`src/rtl/atan_share_arbiter.sv`:
```
// atan_share_arbiter
//
// Shares one gradient-direction (atan) unit among NUM_REQ requesters.
// A round-robin arbiter accepts at most one gx/gy pair per cycle and
// registers it onto the unit operand bus. A tag (valid + requester index)
// follows the operands through a 1+LAT stage shift pipeline. When the tag
// reaches the tail, the unit's direction code is steered back to the
// requester that issued the operands.
//
// Optional build macro:
//   ATAN_ARB_STATS_EN - adds o_grant_cnt, which holds per-requester
//                       saturating 16-bit transfer counters.
//
// Ports:
//   i_clk, i_rst_n : rising-edge clock, asynchronous active-low reset
//   i_req_valid    : per-requester request valid
//   i_req_gx/gy    : packed signed gradients, requester k in slice k
//   o_req_ready    : one-hot-or-zero grant (combinational)
//   o_gx/o_gy      : registered operands to the shared direction unit
//   i_direction    : direction code returned by the unit, LAT cycles later
//   o_rsp_valid    : one-hot-or-zero response strobe
//   o_rsp_dir      : direction for the strobed requester, else 2'b00
//   o_busy         : high while any accepted request is in flight
//   o_grant_cnt    : (ATAN_ARB_STATS_EN only) per-requester counters
module atan_share_arbiter #(
    parameter int NBIT_SOBEL = 11,
    parameter int NUM_REQ    = 4,
    parameter int LAT        = 1
) (
    input  logic                             i_clk,
    input  logic                             i_rst_n,
    input  logic [NUM_REQ-1:0]               i_req_valid,
    input  logic [NUM_REQ*NBIT_SOBEL-1:0]    i_req_gx,
    input  logic [NUM_REQ*NBIT_SOBEL-1:0]    i_req_gy,
    output logic [NUM_REQ-1:0]               o_req_ready,
    output logic signed [NBIT_SOBEL-1:0]     o_gx,
    output logic signed [NBIT_SOBEL-1:0]     o_gy,
    input  logic [1:0]                       i_direction,
    output logic [NUM_REQ-1:0]               o_rsp_valid,
    output logic [1:0]                       o_rsp_dir,
    output logic                             o_busy
`ifdef ATAN_ARB_STATS_EN
    ,
    output logic [NUM_REQ*16-1:0]            o_grant_cnt
`endif
);

    localparam int IW    = (NUM_REQ > 1) ? $clog2(NUM_REQ) : 1;
    localparam int DEPTH = 1 + LAT;

    logic [IW-1:0]    ptr;
    logic             grant_found;
    logic [IW-1:0]    grant_idx;
    logic             transfer;
    logic [DEPTH-1:0] tag_vld;
    logic [IW-1:0]    tag_idx [DEPTH];

    // Round-robin search. Start at ptr and scan in ascending index order,
    // wrapping at NUM_REQ. The first valid requester found wins.
    always_comb begin
        int cand;
        grant_found = 1'b0;
        grant_idx   = '0;
        cand        = 0;
        for (int i = 0; i < NUM_REQ; i++) begin
            cand = int'(ptr) + i;
            if (cand >= NUM_REQ) begin
                cand = cand - NUM_REQ;
            end
            if (!grant_found && i_req_valid[cand]) begin
                grant_found = 1'b1;
                grant_idx   = IW'(cand);
            end
        end
    end

    // Ready is gated by reset so that no handshake can complete while the
    // block is held in reset.
    always_comb begin
        transfer    = grant_found && i_rst_n;
        o_req_ready = '0;
        if (transfer) begin
            o_req_ready[grant_idx] = 1'b1;
        end
    end

    // Capture the operands of the winning requester and move the pointer
    // past the winner. With no transfer, the pointer and operands hold.
    always_ff @(posedge i_clk or negedge i_rst_n) begin
        if (!i_rst_n) begin
            ptr  <= '0;
            o_gx <= '0;
            o_gy <= '0;
        end else if (transfer) begin
            o_gx <= i_req_gx[int'(grant_idx)*NBIT_SOBEL +: NBIT_SOBEL];
            o_gy <= i_req_gy[int'(grant_idx)*NBIT_SOBEL +: NBIT_SOBEL];
            ptr  <= (grant_idx == IW'(NUM_REQ-1)) ? '0 : grant_idx + IW'(1);
        end
    end

    // The tag pipeline advances every cycle. Stage 0 lines up with o_gx/o_gy,
    // and the tail lines up with the unit's direction output LAT cycles later.
    always_ff @(posedge i_clk or negedge i_rst_n) begin
        if (!i_rst_n) begin
            tag_vld <= '0;
            for (int s = 0; s < DEPTH; s++) begin
                tag_idx[s] <= '0;
            end
        end else begin
            tag_vld    <= {tag_vld[DEPTH-2:0], transfer};
            tag_idx[0] <= grant_idx;
            for (int s = 1; s < DEPTH; s++) begin
                tag_idx[s] <= tag_idx[s-1];
            end
        end
    end

    // Steer the unit result to the requester named by the tail tag.
    always_comb begin
        o_rsp_valid = '0;
        o_rsp_dir   = 2'b00;
        if (tag_vld[DEPTH-1]) begin
            o_rsp_valid[tag_idx[DEPTH-1]] = 1'b1;
            o_rsp_dir                     = i_direction;
        end
        o_busy = |tag_vld;
    end

`ifdef ATAN_ARB_STATS_EN
    logic [15:0] grant_cnt [NUM_REQ];

    // Per-requester transfer counters. Each counter sticks at 16'hFFFF
    // instead of wrapping.
    always_ff @(posedge i_clk or negedge i_rst_n) begin
        if (!i_rst_n) begin
            for (int k = 0; k < NUM_REQ; k++) begin
                grant_cnt[k] <= '0;
            end
        end else begin
            for (int k = 0; k < NUM_REQ; k++) begin
                if (transfer && grant_idx == IW'(k) && grant_cnt[k] != 16'hFFFF) begin
                    grant_cnt[k] <= grant_cnt[k] + 16'd1;
                end
            end
        end
    end

    always_comb begin
        o_grant_cnt = '0;
        for (int k = 0; k < NUM_REQ; k++) begin
            o_grant_cnt[k*16 +: 16] = grant_cnt[k];
        end
    end
`endif

endmodule

```
`config.mk`:
```
export PLATFORM = sky130hd
export DESIGN_NAME = atan_share_arbiter
export DESIGN_NICKNAME = d
export VERILOG_FILES = /design/src/rtl/atan_share_arbiter.sv
export SDC_FILE = /design/constraint.sdc
export NUM_CORES = 1
export LEC_CHECK = 0
export CELL_PAD_IN_SITES_DETAIL_PLACEMENT = 0
export CELL_PAD_IN_SITES_GLOBAL_PLACEMENT = 1
export CORE_MARGIN = 4
export CORE_UTILIZATION = 28
export CTS_BUF_LIST = sky130_fd_sc_hd__clkbuf_8
export DETAILED_ROUTE_END_ITERATION = 8
export GPL_TIMING_DRIVEN = 1
export PLACE_DENSITY_LB_ADDON = 0.1
export SYNTH_ARGS = -nofsm -noshare
export SYNTH_HDL_FRONTEND = slang
export SYNTH_SLANG_ARGS = --single-unit
```
`constraint.sdc`:
```
create_clock -name i_clk -period 3 [get_ports i_clk]
set_input_delay 0.6 -clock i_clk [delete_from_list [all_inputs] [get_ports i_clk]]
set_output_delay 0.6 -clock i_clk [all_outputs]
set_load 0.01 [all_outputs]
```
# --- After elaboration in Yosys (flattened, before gate mapping) ---
# Cells that the tools add are included.
totals:
  register_bits: 30
  input_bits: 96
  elab_cells: 72
op_classes:
  n_addsub: 8
  mul: 1
  order_cmp: 12
  n_eq_ne: 1
  shifts: 2
  muxes: 32
  reduce_logical: 10
ops:
  columns: ["cell", "n"]
  rows:
  - ["$lt A32 B4 Y1 const B", 4]
  - ["$mux W32", 4]
  - ["$shiftx A44 B32 Y11", 1]
  - ["$shiftx A44 B7 Y11", 1]
  - ["$mux W1", 14]
  - ["$mux W2", 6]
  - ["$sub A3 B3 Y4 const B", 3]
  - ["$ge A3 B3 Y1 const B", 3]
  - ["$bmux W1 S2", 4]
  - ["$mux W4", 2]
  - ["$add A2 B2 Y3 const B", 2]
  - ["$logic_and A1 B1 Y1", 6]
  - ["$lt A2 B3 Y1 const B", 2]
  - ["$mul A2 B4 Y6 const B", 1]
  - ["$demux W1 S2", 2]
  - ["$ge A2 B1 Y1 const B", 2]
  - ["$sub A2 B3 Y4 const B", 1]
  - ["$add A2 B1 Y3 const B", 1]
  - ["$ge A2 B3 Y1 const B", 1]
  - ["$logic_not A1 Y1", 3]
  - ["$add A2 B1 Y2 const B", 1]
  - ["$eq A2 B2 Y1 const B", 1]
  - ["$reduce_or A2 Y1", 1]

# --- Logic depth before layout (Yosys ltp) ---
# Gate-level depths: netlist (run 1).
depth:
  word_depth: 20
  mapped_depth: 9
  mapped_depth_nobuf: 7

# --- Worst setup path after synthesis (run 1) ---
# Ideal clock, no wire load.
synth_path:
  path_kind: "input port to output port"
  startpoint: "input i_req_valid[2]"
  endpoint: "output o_req_ready[3]"
  arrival_ns: 1.710
  required_time_ns: 2.400
  path_slack_ns: 0.690
  stages: 8
  path_cell_list: "nor2b_1 > o21ai_1 > o221ai_1 > buf_6 > buf_6 > inv_1 > ha_1 > and2_1"
synth_via:
  elab_chain_cells: 18
  elab_cells_between_ends: 33
  cone_classes: "order compare: 2; mux: 23; reduce/logical: 8"
synth_rtl:
  columns: ["element", "line_no", "rtl"]
  rows:
  - ["start, declared", "32", "input logic [NUM_REQ-1:0] i_req_valid,"]
  - ["$bmux W1 S2", "70", "if (!grant_found && i_req_valid[cand]) begin"]
  - ["$mux W1 (not written as such) (2 in a row)", "70", null]
  - ["$mux W1", "70", null]
  - ["$logic_not A1 Y1", "70", null]
  - ["$logic_and A1 B1 Y1", "70", null]
  - ["$mux W1", "70", null]
  - ["$logic_not A1 Y1", "70", null]
  - ["$logic_and A1 B1 Y1", "70", null]
  - ["$mux W1", "70", null]
  - ["$logic_not A1 Y1", "70", null]
  - ["$logic_and A1 B1 Y1", "70", null]
  - ["$mux W2", "70", null]
  - ["$lt A2 B3 Y1 (not written as such) or $ge A2 B1 Y1 (tied branches)", "83", "o_req_ready[grant_idx] = 1'b1;"]
  - ["$logic_and A1 B1 Y1 (not written as such)", "83", null]
  - ["$mux W1 (not written as such)", "83", null]
  - ["$demux W1 S2", "83", null]
  - ["$mux W4 (*)", "82", "if (transfer) begin"]
  - ["end, declared", "35", "output logic [NUM_REQ-1:0] o_req_ready,"]
# Mark *: on every way between the ends. The rest lies on a longest branch, timed or not. The select of a mux whose other input is x is not followed.

# --- Worst setup path after layout (run 1) ---
layout_path:
  startpoint: "input i_req_valid[2]"
  endpoint: "output o_req_ready[2]"
layout_via:
  elab_cells_between_ends: 33
  cone_classes: "order compare: 2; mux: 23; reduce/logical: 8"
layout_rtl:
  columns: ["element", "line_no", "rtl"]
  rows:
  - ["$bmux W1 S2", "70", null]
  - ["$mux W1 (not written as such) (2 in a row)", "70", null]
  - ["$mux W1", "70", null]
  - ["$logic_not A1 Y1", "70", null]
  - ["$logic_and A1 B1 Y1", "70", null]
  - ["$mux W1", "70", null]
  - ["$logic_not A1 Y1", "70", null]
  - ["$logic_and A1 B1 Y1", "70", null]
  - ["$mux W1", "70", null]
  - ["$logic_not A1 Y1", "70", null]
  - ["$logic_and A1 B1 Y1", "70", null]
  - ["$mux W1 (*)", "70", null]
  - ["$logic_and A1 B1 Y1 (*)", "80", "transfer = grant_found && i_rst_n;"]
  - ["named net transfer", "54", "logic transfer;"]
  - ["$mux W4 (*)", "82", null]
# The timed path passes the listed nets; every way through them passes the cells marked *. The select of a mux whose other input is x is not followed.

==> results of run 1 <==
[power by group through the flow]
stage | registers (mW) | clock network, mW | logic, mW
2_1_floorplan | 0.719 | 0 | 0.597
3_3_place_gp | 0.663 | 0 | 1.20
3_5_place_dp | 0.666 | 0 | 1.20
4_1_cts | 0.662 | 0.347 | 1.20
5_1_grt | 0.688 | 0.365 | 1.27
6_report | 0.663 | 0.333 | 1.18
[routing by layer]
layer	track usage [%]	wire [µm]
met2	24.0	2850
met3	5.49	633
met5	0	0
met1	16.2	2290
met4	4.26	80
[sequential cells by signal, indices dropped and copies added, names as in the netlist]
| register | count |
|---|---|
| o_gx | 11 |
| o_gy | 11 |
| ptr | 2 |
| tag_idx | 4 |
| tag_vld | 2 |
[layout by cell type, fill, tap and decap left out, types with 3 or more instances in the layout]
cell type / Yosys / layout
sky130_fd_sc_hd__o221ai_1: 23 / 22
sky130_fd_sc_hd__and2_1: 3 / 3
sky130_fd_sc_hd__inv_1: 2 / 3
sky130_fd_sc_hd__dfrtp_1: 30 / 30
sky130_fd_sc_hd__clkdlybuf4s50_1: 0 / 124
sky130_fd_sc_hd__nand2_1: 27 / 27
sky130_fd_sc_hd__clkbuf_8: 0 / 6
sky130_fd_sc_hd__mux2i_1: 44 / 44
sky130_fd_sc_hd__dlygate4sd2_1: 0 / 3
sky130_fd_sc_hd__buf_4: 2 / 16
sky130_fd_sc_hd__nor2_1: 6 / 6
[cell type report]
| class | count | area [µm²] | area share [%] |
|---|---|---|---|
| tap | 77 | 96.3 | 2.89 |
| inverter | 3 | 11.3 | 0.338 |
| clock buffer | 6 | 82.6 | 2.48 |
| timing repair buffer | 144 | 1390 | 41.8 |
| multi-input combinational | 123 | 991 | 29.7 |
| clock inverter | 2 | 8.76 | 0.263 |
| sequential | 30 | 751 | 22.5 |
[critical path: cells and delay by family]
kind | cells | cell delay (ns)
compound gates | 1 | 0.40
buf+inv | 4 | 1.18
simple gates | 2 | 0.14
[metrics by stage]
| stage | std cells | setup TNS (ns) | cell area, µm² | total power, mW |
|---|---|---|---|---|
| 2_1_floorplan | 167 | 0 | 1830 | 1.32 |
| 3_3_place_gp | 375 | -0.134 | 3220 | 1.86 |
| 3_5_place_dp | 375 | -0.235 | 3220 | 1.87 |
| 4_1_cts | 383 | 0 | 3310 | 2.21 |
| 5_1_grt | 385 | 0 | 3330 | 2.33 |
| 6_report | 385 | 0 | 3330 | 2.17 |
[worst paths after layout]
path                                  endpoint  cells after the start
worst min register to register      tag_idx[0]                      0
min in group asynchronous              o_gy[1]                      2
max in group asynchronous           tag_idx[2]                      2
worst max-delay path            o_req_ready[2]                      7
worst max register to register         o_gx[0]                      7
worst min-delay path                tag_idx[0]                      0
[cell usage after synthesis, types with 2 or more instances]
master,count,share of area [%]
sky130_fd_sc_hd__and2_1,3,1.0
sky130_fd_sc_hd__buf_4,2,0.82
sky130_fd_sc_hd__buf_6,4,2.5
sky130_fd_sc_hd__buf_8,2,1.6
sky130_fd_sc_hd__clkbuf_1,2,0.41
sky130_fd_sc_hd__dfrtp_1,30,41
sky130_fd_sc_hd__inv_1,2,0.41
sky130_fd_sc_hd__mux2i_1,44,24
sky130_fd_sc_hd__nand2_1,27,5.5
sky130_fd_sc_hd__nor2_1,6,1.2
sky130_fd_sc_hd__nor2b_1,3,1.0
sky130_fd_sc_hd__nor3b_1,2,0.82
sky130_fd_sc_hd__o21ai_0,2,0.55
sky130_fd_sc_hd__o221ai_1,23,11
[cell families (layout without fill, tap and decap cells)]
logic type	count (synthesis)	in the layout
flip-flops	30	30
AO/OA/AOI/OAI	31	31
multiplexers	44	44
adder cells (fa/ha/maj)	1	1
AND/OR/NAND/NOR	47	47
buffers and inverters	14	155
[what timing repair did]
item	in CTS	in global routing
resized for setup	3	3
buffers inserted	0	2
pin swaps	0	1
cloned	0	0
setup endpoints to repair	3	1
==> out/summary.log, run 1 <==
INFO  setup_path     worstPathCellList=clkdlybuf4s50_1 > buf_4 > o41ai_4 > inv_2 > nand2_2 > nor2_1 > clkdlybuf4s50_1
INFO  logic_synthesis synth_area=1830µm²
INFO  logic_synthesis synth.area.mux_share=24.0%
INFO  sta            final_hold_viol_count=0
INFO  sta            fmax=342MHz
INFO  sta            report.final.setup_viol=0
INFO  floorplanning  design.portCount=129
INFO  logic_synthesis synth_top_family_by_area=multiplexers
INFO  pwr            power_per_cell_area=652nW/µm²
INFO  pwr            p_sw_share=34.6%
INFO  global_routing global_route.overflow_total=0
INFO  sta            relative_slew_slack=51.4%
INFO  clocking       worstSkewPairLatency=0.28ns
INFO  logic_synthesis synthArstFlopShare=100%
INFO  finish         utilization=52.5%
INFO  logic_synthesis synth_compound_gate_area_share=15.8%
INFO  pwr            power.net_switching=752µW
INFO  setup_path     cp_data_required_time=2.40ns
INFO  pwr            comb_power_share=54.2%
INFO  route          detailedRoute.firstPassIterationCount=4
INFO  finish         layout-drive-gt1-share=10.7%
INFO  route          route.antenna.remaining_nets=0
INFO  logic_synthesis synth-edff-count=0
INFO  route          mean_routed_wirelength_per_cell=15.2µm
INFO  floorplanning  die_y=88.9µm
INFO  route          wl=5860µm
INFO  sta            drv_slew=0
INFO  logic_synthesis synth_flop_cell=sky130_fd_sc_hd__dfrtp_1
INFO  pwr            vdd_ir_drop_max=0.311mV
INFO  finish         layout.filler_cells=608
INFO  clocking       cts-hold-fix-buffers=0
INFO  floorplanning  core_region_area=6350µm²
INFO  setup_path     worst-setup-path-type=in2out
INFO  pwr            static-leakage-power=1.50nW
INFO  logic_synthesis synth_seq_area_share=41.0%
INFO  setup_path     rr_startpoint=ptr[0]
INFO  sta            setup_repair_after_global_routing_missed_its_margin=false
INFO  placement      preCtsSetupSlack=-0.116ns
INFO  setup_path     critPathMaxStageDelay=0.46ns
INFO  sta            transition_at_the_pin_with_the_smallest_max_transition_slack=0.729ns
INFO  logic_synthesis post_synth_xor_area_fraction=0%
INFO  logic_synthesis synth.net_count=264
INFO  pwr            power.share.sequential=30.5%
INFO  global_routing antenna_violations_before_repair=0
INFO  setup_path     critical-path-top-cell-by-count=sky130_fd_sc_hd__clkdlybuf4s50_1
INFO  logic_synthesis synth_cell_types=29
INFO  setup_path     timing.critical_path.slowest_stage_cell=sky130_fd_sc_hd__clkdlybuf4s50_1
INFO  clocking       cts_htree_levels=2
INFO  setup_path     crit_start=i_req_valid[2]
INFO  finish         area.growth.synth_to_final=82.0%
INFO  sta            layout_setup_ws=0.0759ns
INFO  setup_path     cp_data_arrival_time=2.32ns
INFO  run_status     run_status=finished, final reports clean
INFO  setup_path     setup.worst_path.start_class=input pin
INFO  global_routing first_global_vias=1733
INFO  placement      gp_congestion=0.852
INFO  pwr            power_report.internal_total=1.42mW
INFO  floorplanning  start_util=28.8%
INFO  logic_synthesis yosys.area_share.simple=12.3%
INFO  global_routing grt_util_all_layers=14.1%
INFO  sta            finalCriticalPeriod=2.92ns
INFO  clocking       root_buffer=sky130_fd_sc_hd__clkbuf_8
INFO  clocking       worst_setup_hold_path_clk_slew=0.06ns
INFO  floorplanning  placementRows=29
INFO  placement      hpwlAfterDp=4480µm
INFO  setup_path     timing.critical_path.to_type=output port
INFO  logic_synthesis synth.ff_latch_count=30
INFO  sta            fin_crit_sh=97.5%
INFO  setup_path     rrSetupSlack=0.78ns
INFO  floorplanning  floorplan.die_area=7900µm²
INFO  finish         num_antenna_cells=0
INFO  logic_synthesis yosys_warns=0
INFO  clocking       cts_tree=yes
INFO  sta            hold_slack=0.346ns
INFO  route          num_vias=1839
INFO  route          remaining_drc_errors=0
INFO  placement      numPortBuffers=128
INFO  route          drtIter0Drc=61
INFO  flow_run       drv.max_cap_violation_count=0
INFO  worst_hold_path worstHoldStart=tag_idx[2]
INFO  pwr            pwr-share-clk=15.3%
INFO  clocking       clock_path_buffers=2
INFO  setup_path     largest_fanout_on_the_critical_path=5
INFO  global_routing maximum_number_of_pins_on_one_net_before_global_route_repair=46
INFO  clocking       numCtsBuffers=5
INFO  global_routing grt_pass1_wl=8470µm
INFO  sta            final.setup_skew=0.00655ns
INFO  logic_synthesis synth_fa_ha_area_share=0.683%
INFO  floorplanning  die_w=88.9µm
INFO  logic_synthesis avgSynthCellArea=11.0µm²
INFO  route          route.detailed.vias_per_inst=4.78
INFO  logic_synthesis synth_cells=167
INFO  clocking       clkSinkCount=30
INFO  worst_hold_path hold_class=reg2reg
INFO  finish         layout.nets=404
Power figures use the tool's default switching activity.
==> run 2: changes to the inputs <==
CORE_UTILIZATION = 23   (was 28)
clock period = 2.6 ns   (was 3 ns; I/O delays follow)
==> run 2 against run 1 <==
Non-clock buffer count is the same. Clock power grew 18%. Sequential share of layout area shrank 0.18 points. Die area grew 20%. Clock skew shrank 0.0014 ns. Core utilization shrank 9.0 points. Final cell count grew 6.5%. Critical path depth is the same. Count of clock-buffer cells in the layout is the same. Sequential cell count is the same. Register-to-register slack lost 0.40 ns. Global-route usage shrank 0.85 points. Critical endpoint unchanged.
==> out/summary.log, run 2 (same netlist as run 1, synthesis figures left out) <==
INFO  finish         layout.filler_cells=747 [+23%]
INFO  sta            setup_repair_after_global_routing_missed_its_margin=false
INFO  placement      hpwlAfterDp=4600µm [+2.6%]
INFO  global_routing global_route.overflow_total=0 [unchanged]
INFO  finish         layout_top_registers=o_gx: 11 flops, o_gy: 11 flops, tag_idx: 4 flops
INFO  run_status     run_status=finished, final reports clean
INFO  floorplanning  die_w=97.2µm [+9.4%]
INFO  setup_path     rr_startpoint=ptr[0]
INFO  placement      numPortBuffers=128 [unchanged]
INFO  sta            transition_at_the_pin_with_the_smallest_max_transition_slack=0.758ns [+0.0291 ns]
INFO  finish         post_route_non_filler_standard_cell_count=410 [+6.5%]
INFO  clocking       cts_htree_levels=2 [unchanged]
INFO  clocking       numCtsBuffers=5 [unchanged]
INFO  pwr            static-leakage-power=1.50nW [+0.23%]
INFO  finish         layout.nets=404 [unchanged]
INFO  clocking       clock_path_buffers=2 [unchanged]
INFO  setup_path     timing.critical_path.to_type=output port
INFO  clocking       cts_tree=yes
INFO  finish         layout-drive-gt1-share=11.7% [+0.97 points]
INFO  setup_path     critPathMaxStageDelay=0.42ns [-0.04 ns]
INFO  clocking       root_buffer=sky130_fd_sc_hd__clkbuf_8
INFO  setup_path     largest_fanout_on_the_critical_path=5 [unchanged]
INFO  setup_path     cp_data_arrival_time=2.01ns [-0.31 ns]
INFO  floorplanning  design.portCount=129 [unchanged]
INFO  sta            final_hold_viol_count=0 [unchanged]
INFO  floorplanning  start_util=23.7% [-5.1 points]
INFO  floorplanning  die_y=97.2µm [+9.4%]
INFO  setup_path     reg2reg_depth=7 [unchanged]
INFO  placement      gp_congestion=0.778 [-8.7%]
INFO  route          remaining_drc_errors=0 [unchanged]
INFO  clocking       worstSkewPairLatency=0.28ns [about the same]
INFO  pwr            power_per_cell_area=750nW/µm² [+15%]
INFO  sta            fin_crit_sh=97.2%
INFO  pwr            vdd_ir_drop_max=0.245mV [-21%]
INFO  clocking       cts-hold-fix-buffers=0 [unchanged]
INFO  route          wl=6230µm [+6.4%]
INFO  route          detailedRoute.firstPassIterationCount=4 [unchanged]
INFO  flow_run       drv.max_cap_violation_count=0 [unchanged]
INFO  setup_path     rrSetupSlack=0.38ns [-0.40 ns]
INFO  floorplanning  placementRows=32 [+10%]
INFO  finish         mostFrequentLayoutCell=sky130_fd_sc_hd__clkdlybuf4s50_1
INFO  route          route.detailed.vias_per_inst=4.50 [-5.7%]
INFO  sta            finalCriticalPeriod=2.53ns
INFO  sta            relative_slew_slack=49.4% [-1.9 points]
INFO  route          mean_routed_wirelength_per_cell=15.2µm [-0.12%]
INFO  route          num_vias=1846 [+0.38%]
INFO  floorplanning  floorplan.die_area=9460µm² [+20%]
INFO  global_routing antenna_violations_before_repair=0 [unchanged]
INFO  sta            drv_slew=0 [unchanged]
INFO  setup_path     cp_data_required_time=2.08ns [-0.32 ns]
INFO  setup_path     worstPathCellList=clkdlybuf4s50_1 > buf_4 > o41ai_4 > inv_2 > nand2_2 > nor2_1 > dlygate4sd2_1
INFO  route          route.antenna.remaining_nets=0 [unchanged]
INFO  finish         area.growth.synth_to_final=83.4%
INFO  route          drtIter0Drc=63 [+3.3%]
INFO  clocking       clkSinkCount=30 [unchanged]
INFO  setup_path     setup.worst_path.start_class=input pin
INFO  sta            fmax=396MHz
INFO  global_routing maximum_number_of_pins_on_one_net_before_global_route_repair=46 [unchanged]
INFO  sta            fin_setup_tns=0ns [unchanged]
INFO  sta            final.setup_skew=0.00520ns [-0.00136 ns]
INFO  setup_path     reg2reg_to=o_gy[0]
INFO  worst_hold_path hold_class=in2async
INFO  finish         num_antenna_cells=0 [unchanged]
INFO  setup_path     timing.critical_path.slowest_stage_cell=sky130_fd_sc_hd__clkdlybuf4s50_1
INFO  floorplanning  core_region_area=7730µm² [+22%]
INFO  placement      place.detailed.instances=400 [+6.7%]
INFO  finish         layout.cells.most_common_list=sky130_fd_sc_hd__clkdlybuf4s50_1 (120), sky130_fd_sc_hd__mux2i_1 (44), sky130_fd_sc_hd__dfrtp_1 (30), sky130_fd_sc_hd__nand2_1 (27), sky130_fd_sc_hd__o221ai_1 (22)
INFO  sta            report.final.setup_viol=0 [unchanged]
INFO  clocking       worst_setup_hold_path_clk_slew=0.07ns [about the same]
INFO  global_routing first_global_vias=1938 [+12%]
INFO  setup_path     worst-setup-path-type=in2out
INFO  global_routing grt_pass1_wl=9960µm [+18%]
INFO  global_routing grt_util_all_layers=13.2% [-0.85 points]
[run 2: cell count changes in the layout (fill, tap and decap cells not counted)]
cell,change
sky130_fd_sc_hd__dlygate4sd2_1,+1
sky130_fd_sc_hd__o21ai_1,-1
sky130_fd_sc_hd__clkdlybuf4s15_2,+1
sky130_fd_sc_hd__clkbuf_2,-1
sky130_fd_sc_hd__nor2b_4,+1
sky130_fd_sc_hd__o21ai_0,+1
sky130_fd_sc_hd__clkdlybuf4s50_1,-4
sky130_fd_sc_hd__buf_2,+3
sky130_fd_sc_hd__nor2b_2,-1
[run 2: through the flow]
stage          util, %  cell area, µm²  setup slack (ns)  power [mW]  hold slack (ns)
6_report          43.5            3360            0.0729        2.52            0.309
4_1_cts           43.3            3340            0.0166        2.57            0.324
5_1_grt           43.5            3360           0.00959        2.71            0.347
3_5_place_dp      42.1            3260            -0.332        2.17            0.338
3_3_place_gp      42.1            3260            -0.317        2.17            0.333
2_1_floorplan        -            1830             0.450        1.52            0.224
[run 2: per-layer routing]
layer / part of all wire, % / global-route usage [%]
met3: 10 / 5.81
met1: 44 / 16.2
met2: 45 / 21.1
met5: 0 / 0
met4: 1.1 / 3.83
[run 2: final cells by class]
type	count	area, µm²	area share (%)
Clock buffer	6	82.6	2.46
Tap cell	102	128	3.80
Sequential cell	30	751	22.3
Timing Repair Buffer	144	1380	41.2
Clock inverter	2	8.76	0.261
Multi-Input combinational cell	123	996	29.6
Inverter	3	11.3	0.335
[run 2: critical path, delay by kind of cell]
family	cells	cell delay [ns]
AO/OA/AOI/OAI	1	0.38
buffers and inverters	4	0.98
AND/OR/NAND/NOR	2	0.13
[run 2: where the power goes]
part	leakage, nW	total [mW]	internal, mW	switching [mW]
Combinational	1.09	1.36	0.774	0.586
Sequential	0.366	0.768	0.652	0.115
Clock	0.0524	0.392	0.209	0.183
Total	1.50	2.52	1.64	0.884
[run 2: worst max-delay path by stage]
stage               cells after the start  slack [ns]        endpoint      startpoint
finish                                  7        0.07  o_req_ready[2]  i_req_valid[3]
detailed placement                      9       -0.33  o_req_ready[3]  i_req_valid[2]
global route                            7        0.01  o_req_ready[2]  i_req_valid[3]
floorplan                               8        0.45  o_req_ready[3]  i_req_valid[2]
CTS                                     7        0.02  o_req_ready[2]  i_req_valid[3]
global placement                        9       -0.32  o_req_ready[3]  i_req_valid[0]
[run 2: timing repair]
action	CTS	global route
setup endpoints to repair	4	2
resized for setup	18	0
buffers inserted	0	2
==> run 3: changes to the inputs <==
HOLD_SLACK_MARGIN = 0.12   (was unset)
==> results of run 3 <==
Final layout, timing and power as in run 2 (identical DEF).
